## src/rtl/volume_ramp_ctrl.sv

```systemverilog
// Per-channel hysteresis, user-to-code mapping and click-free one-step ramping; one code step per STEP_DIV ticks.
// Changed codes are sent one at a time to the register writer over req/ack, round-robin; wr_req holds until wr_ack.
module volume_ramp_ctrl #(
   parameter int NUM_CH   = 2,
   parameter int IN_W     = 10,
   parameter int OUT_W    = 7,
   parameter int VOL_MIN  = 48,
   parameter int VOL_MAX  = 127,
   parameter int HYST     = 4,
   parameter int STEP_DIV = 50000,
   parameter int CH_W     = (NUM_CH > 1) ? $clog2(NUM_CH) : 1
) (
   input  logic                    clk,
   input  logic                    rstn,
   input  logic                    unmute,
   input  logic [NUM_CH*IN_W-1:0]  user_in,
   output logic                    wr_req,
   output logic [CH_W-1:0]         wr_ch,
   output logic [OUT_W-1:0]        wr_data,
   input  logic                    wr_ack,
   output logic [NUM_CH*OUT_W-1:0] vol_cur,
   output logic                    settled
);

   localparam int CNT_W = $clog2(STEP_DIV);
   localparam int PW    = IN_W + OUT_W;
   localparam int SPAN  = VOL_MAX - VOL_MIN + 1;
   localparam logic [CNT_W-1:0] CNT_MAX = CNT_W'(STEP_DIV - 1);
   localparam logic [OUT_W-1:0] VMIN_V  = OUT_W'(VOL_MIN);
   localparam logic [IN_W-1:0]  HYST_V  = IN_W'(HYST);

   localparam logic [0:0] S_IDLE = 1'b0;
   localparam logic [0:0] S_REQ  = 1'b1;

   logic [IN_W-1:0]  uin      [NUM_CH];
   logic [IN_W-1:0]  diff     [NUM_CH];
   logic [IN_W-1:0]  last_acc [NUM_CH];
   logic [PW-1:0]    prod     [NUM_CH];
   logic [OUT_W-1:0] mapped   [NUM_CH];
   logic [OUT_W-1:0] tgt      [NUM_CH];
   logic [OUT_W-1:0] eff      [NUM_CH];
   logic [OUT_W-1:0] cur      [NUM_CH];
   logic [OUT_W-1:0] nxt      [NUM_CH];
   logic [CH_W-1:0]  rot      [NUM_CH];

   logic [NUM_CH-1:0] accept, chg, at, pending, clr;
   logic [CNT_W-1:0]  cnt;
   logic              tick;
   logic [0:0]        state;
   logic [CH_W-1:0]   rr, pick_ch, rr_nxt;
   logic [CH_W:0]     ch_inc;
   logic              pick_vld;

   assign tick = (cnt == CNT_MAX);

   for (genvar k = 0; k < NUM_CH; k++) begin : g_ch
      assign uin[k]    = user_in[k*IN_W +: IN_W];
      assign diff[k]   = (uin[k] >= last_acc[k]) ? (uin[k] - last_acc[k]) : (last_acc[k] - uin[k]);
      assign accept[k] = (diff[k] >= HYST_V) || (uin[k] == '0) || (&uin[k]);
      assign prod[k]   = PW'(uin[k]) * PW'(SPAN);
      assign mapped[k] = (uin[k] == '0) ? '0 : VMIN_V + OUT_W'(prod[k] >> IN_W);
      assign eff[k]    = unmute ? tgt[k] : '0;
      // The gap 1..VOL_MIN-1 is jumped in both directions so it never reaches the codec.
      assign nxt[k]    = (cur[k] == eff[k])                  ? cur[k] :
                         (cur[k] == '0)                      ? VMIN_V :
                         ((cur[k] == VMIN_V) && (eff[k] == '0)) ? '0 :
                         (cur[k] < eff[k])                   ? cur[k] + OUT_W'(1) :
                                                               cur[k] - OUT_W'(1);
      assign chg[k]    = tick && (cur[k] != eff[k]);
      assign at[k]     = (cur[k] == eff[k]);
      assign vol_cur[k*OUT_W +: OUT_W] = cur[k];
   end

   for (genvar i = 0; i < NUM_CH; i++) begin : g_rot
      logic [CH_W:0] s;
      assign s      = {1'b0, rr} + (CH_W+1)'(i);
      assign rot[i] = (s >= (CH_W+1)'(NUM_CH)) ? CH_W'(s - (CH_W+1)'(NUM_CH)) : s[CH_W-1:0];
   end

   // Scan from the far end so the candidate closest to rr is the one kept.
   always_comb begin
      pick_vld = 1'b0;
      pick_ch  = '0;
      for (int i = NUM_CH - 1; i >= 0; i--) begin
         if (pending[rot[i]]) begin
            pick_vld = 1'b1;
            pick_ch  = rot[i];
         end
      end
   end

   always_comb begin
      clr = '0;
      if (state == S_IDLE && pick_vld) clr[pick_ch] = 1'b1;
   end

   assign ch_inc = {1'b0, wr_ch} + (CH_W+1)'(1);
   assign rr_nxt = (ch_inc >= (CH_W+1)'(NUM_CH)) ? '0 : ch_inc[CH_W-1:0];

   always_ff @(posedge clk or negedge rstn) begin
      if (!rstn) begin
         for (int k = 0; k < NUM_CH; k++) begin
            last_acc[k] <= '0;
            tgt[k]      <= '0;
            cur[k]      <= '0;
         end
      end else begin
         for (int k = 0; k < NUM_CH; k++) begin
            if (accept[k]) begin
               last_acc[k] <= uin[k];
               tgt[k]      <= mapped[k];
            end
            if (chg[k]) cur[k] <= nxt[k];
         end
      end
   end

   always_ff @(posedge clk or negedge rstn) begin
      if (!rstn) begin
         cnt     <= '0;
         pending <= '0;
         state   <= S_IDLE;
         rr      <= '0;
         wr_req  <= 1'b0;
         wr_ch   <= '0;
         wr_data <= '0;
         settled <= 1'b1;
      end else begin
         cnt     <= tick ? '0 : cnt + CNT_W'(1);
         // A fresh ramp step on the channel being latched must survive the clear.
         pending <= (pending & ~clr) | chg;
         settled <= (&at) && (pending == '0) && (state == S_IDLE);
         case (state)
            S_IDLE: begin
               if (pick_vld) begin
                  wr_req  <= 1'b1;
                  wr_ch   <= pick_ch;
                  wr_data <= cur[pick_ch];
                  state   <= S_REQ;
               end
            end
            default: begin
               if (wr_ack) begin
                  wr_req <= 1'b0;
                  rr     <= rr_nxt;
                  state  <= S_IDLE;
               end
            end
         endcase
      end
   end

endmodule

```

## config.mk

```make
export PLATFORM = sky130hd
export DESIGN_NAME = volume_ramp_ctrl
export DESIGN_NICKNAME = d
export VERILOG_FILES = /design/src/rtl/volume_ramp_ctrl.sv
export SDC_FILE = /design/constraint.sdc
export NUM_CORES = 1
export LEC_CHECK = 0
export ABC_CLOCK_PERIOD_IN_PS = 2990
export BUFFER_PORTS_ARGS = -buffer_cell sky130_fd_sc_hd__buf_2
export CAP_MARGIN = 20
export CORE_AREA = 2 2 127 129
export CTS_CLUSTER_DIAMETER = 150
export DETAILED_ROUTE_END_ITERATION = 10
export DIE_AREA = 0 0 129 131
export PLACE_DENSITY = 0.69
export SLEW_MARGIN = 20
export SYNTH_ARGS = -nofsm -noshare
export SYNTH_HDL_FRONTEND = slang
export SYNTH_SLANG_ARGS = --single-unit
```

## constraint.sdc

```tcl
create_clock -name clk -period 2.99 [get_ports clk]
set_input_delay 0.299 -clock clk [delete_from_list [all_inputs] [get_ports clk]]
set_output_delay 0.299 -clock clk [all_outputs]
set_load 0.02 [all_outputs]
```

==> impl_metrics.toml <==
[timing]
hold_viol = 8
slew_violations = 0
layout_setup_ws_ns = 0.0739
whs_ns = -0.0235
min_period_ns = 2.92
relSlewSlack = 0.373
setup_viol = 0
skew_ns = 0.0116
fin_crit_sh = 0.975
fmax_ghz = 0.343
rsz0062_at_grt = "true"
tightest_slew_ns = 0.935

[drt]
top_layer = "met4"
dr.pass1.iters = 5
viasPerCell = 5.56
postRouteAntennaNets = 0
route.met3.wl_um = 784
drt-total-wl_mm = 17.4
drtIter0Drc = 463
wl_per_cell_um = 15.4
via_count = 6258
met2_wirelength_mm = 8.39
wl_met1_mm = 7.83
drc_errors = 0

[global_routing]
grt_pass1_vias = 5923
grt_pass1_wl_mm = 28.0
grt_max_degree = 79
grt_remaining_overflow = 0
grt_usage = 0.207
antenna_found_initial = 0

[placement]
place.gp.congestion = 0.904
dpl.hpwl_mm = 13.1
port_buffers = 47
place_ws_ns = -0.179

[synth]
synth_nets = 877
synth_seq_cells = 78
yosys-top-cells-count = "ha_1, inv_1, dfrtp_1"
ys_top_cells_by_area = "dfrtp_1, ha_1, inv_1"
synth_seq_area_share = 0.285
synthesis.area_um2 = 6860
ys_warn_count = 0
syn_avg_cell_area_um2 = 9.10
ys_types = 74
yosys.area.top_type = "dfrtp_1"
post-synth-top-count-cell = "ha_1"
synth_flop_cell = "dfrtp_1"
syn_inst = 754
postSynth.asyncResetShare = 1.00
synth_edf_count = 0
yosysTopAreaCellShare = 0.281

[setup_path]
cp.required_ns = 3.22
r2r_setup_slack_ns = 0.07
cp-end-kind = "flop"
worstSetupPathType = "flop to flop"
cp-start-kind = "flop"
crit_fanout = 5
worst_ep_arrival_time_ns = 3.15

[final_layout]
drive_gt1_frac = 0.263
diodes = 0
final_nets = 1027
fill_cells = 1400
area_delta_synth_final_pct = 25.6

[floorplanning]
die_h_um = 131
die_area_um2 = 16900
rows = 46
ios = 48
die_x_um = 129
start_util = 0.440
core_area_um2 = 15600

[cts]
cts_buffers = 9
cts_root_buffer = "clkbuf_16"
htreeDepth = 3
clk_pin_slew_ns = 0.06
clock_latency_ns = 0.35
cts.sinks = 78
cts_tree = "done"
ctsLongestPathBuffers = 2

[power]
ir_drop_mv = 0.257
powerDensity_nw_per_um2 = 434
p_leak_nw = 4.22

[status]
status = "finished, violations left"
violations = "hold timing"

[hold_path]
min_path_type = "input pin to async pin"

[flow_run]
maxCapViolCount = 0
logic make-up after synthesis:
family / share of synthesized area
compound gates: 0.195
xor+xnor: 0.0357
fa+ha+maj: 0.187
buf+inv: 0.0593
flops: 0.285
mux: 0.0636
simple gates: 0.174
cell type report:
cell class	instances	area, um^2	share of cell area
Multi-Input combinational cell	579	4670	0.542
Sequential cell	78	1950	0.227
Timing Repair Buffer	156	1110	0.129
Inverter	80	300	0.0348
Tap cell	216	270	0.0314
Clock buffer	10	239	0.0277
Clock inverter	6	75.1	0.00871
cells in the final DEF, fill, tap and decap left out, types with 19 or more instances in the layout:
cell and n:
inv_1 78, dfrtp_1 77, buf_4 105, buf_2 46, mux2i_1 23, o21a_1 19
nand2_1 33, a21oi_1 33, nand3_1 20, nor3_1 20, o21ai_0 40, ha_1 87
nor2_1 46
sequential cells by signal, indices dropped and copies added (netlist names), 2 cells and up:
signal / flops
vol_cur: 14
pending: 2
last_acc: 20
tgt: 14
cnt: 16
wr_data: 7
power by group:
part | total [W] | internal, W | leakage (nW) | switching [W]
logic | 0.00132 | 0.000613 | 3.11 | 0.000706
registers | 0.00124 | 0.00117 | 0.955 | 0.0000792
clock network | 0.00117 | 0.000685 | 0.152 | 0.000487
routing by layer:
metal  track usage  vias to the layer above
met5             0                        -
met4        0.0601                        0
met3        0.0403                       28
met2         0.357                      171
met1         0.264                     2997
li1              -                     3062
final timing paths:
check	depth (start not counted)	endpoint	startpoint
worst max-delay path	14	vol_cur[13]$_DFFE_PN0P_	tgt[4]$_DFFE_PN0P_
worst min-delay path	1	vol_cur[10]$_DFFE_PN0P_	rstn
worst max register to register	14	vol_cur[13]$_DFFE_PN0P_	tgt[4]$_DFFE_PN0P_
worst min register to register	1	cnt[0]$_DFF_PN0_	cnt[0]$_DFF_PN0_
max in group asynchronous	1	last_acc[16]$_DFFE_PN0P_	rstn
min in group clk	2	state$_DFF_PN0_	wr_ack
metrics by stage:
stage | util | TNS, ns | cells | power, W | instance area [um^2]
global placement | 0.518 | -0.996 | 1100 | 0.00249 | 8080
detailed placement | 0.518 | -1.39 | 1100 | 0.00252 | 8080
finish | 0.553 | 0 | 1125 | 0.00374 | 8620
global route | 0.553 | -0.442 | 1125 | 0.00398 | 8620
CTS | 0.538 | 0 | 1116 | 0.00370 | 8390
floorplan | - | -0.0379 | 754 | 0.00209 | 6920
worst max-delay path, cell delays in order, from the launching register on:
cell,delay (ns)
dfrtp_1,0.40
nand2_4,0.09
ha_4,0.19
a21o_1,0.16
a21oi_2,0.13
nor2b_1,0.05
or3_4,0.41
ha_4,0.23
nor2b_1,0.12
o21ai_1,0.17
a21oi_1,0.10
o21a_1,0.18
o21a_1,0.19
o21ba_2,0.19
o22a_1,0.19
repair_timing:
| item | CTS | global route |
|---|---|---|
| buffers inserted | 0 | 7 |
| pin swaps | 1 | 22 |
| gates resized for setup | 2 | 23 |
| gates cloned | 0 | 2 |
| setup endpoints to repair | 11 | 21 |
| hold buffers | 0 | 0 |
Note: power is estimated with default switching activity, not from simulation.
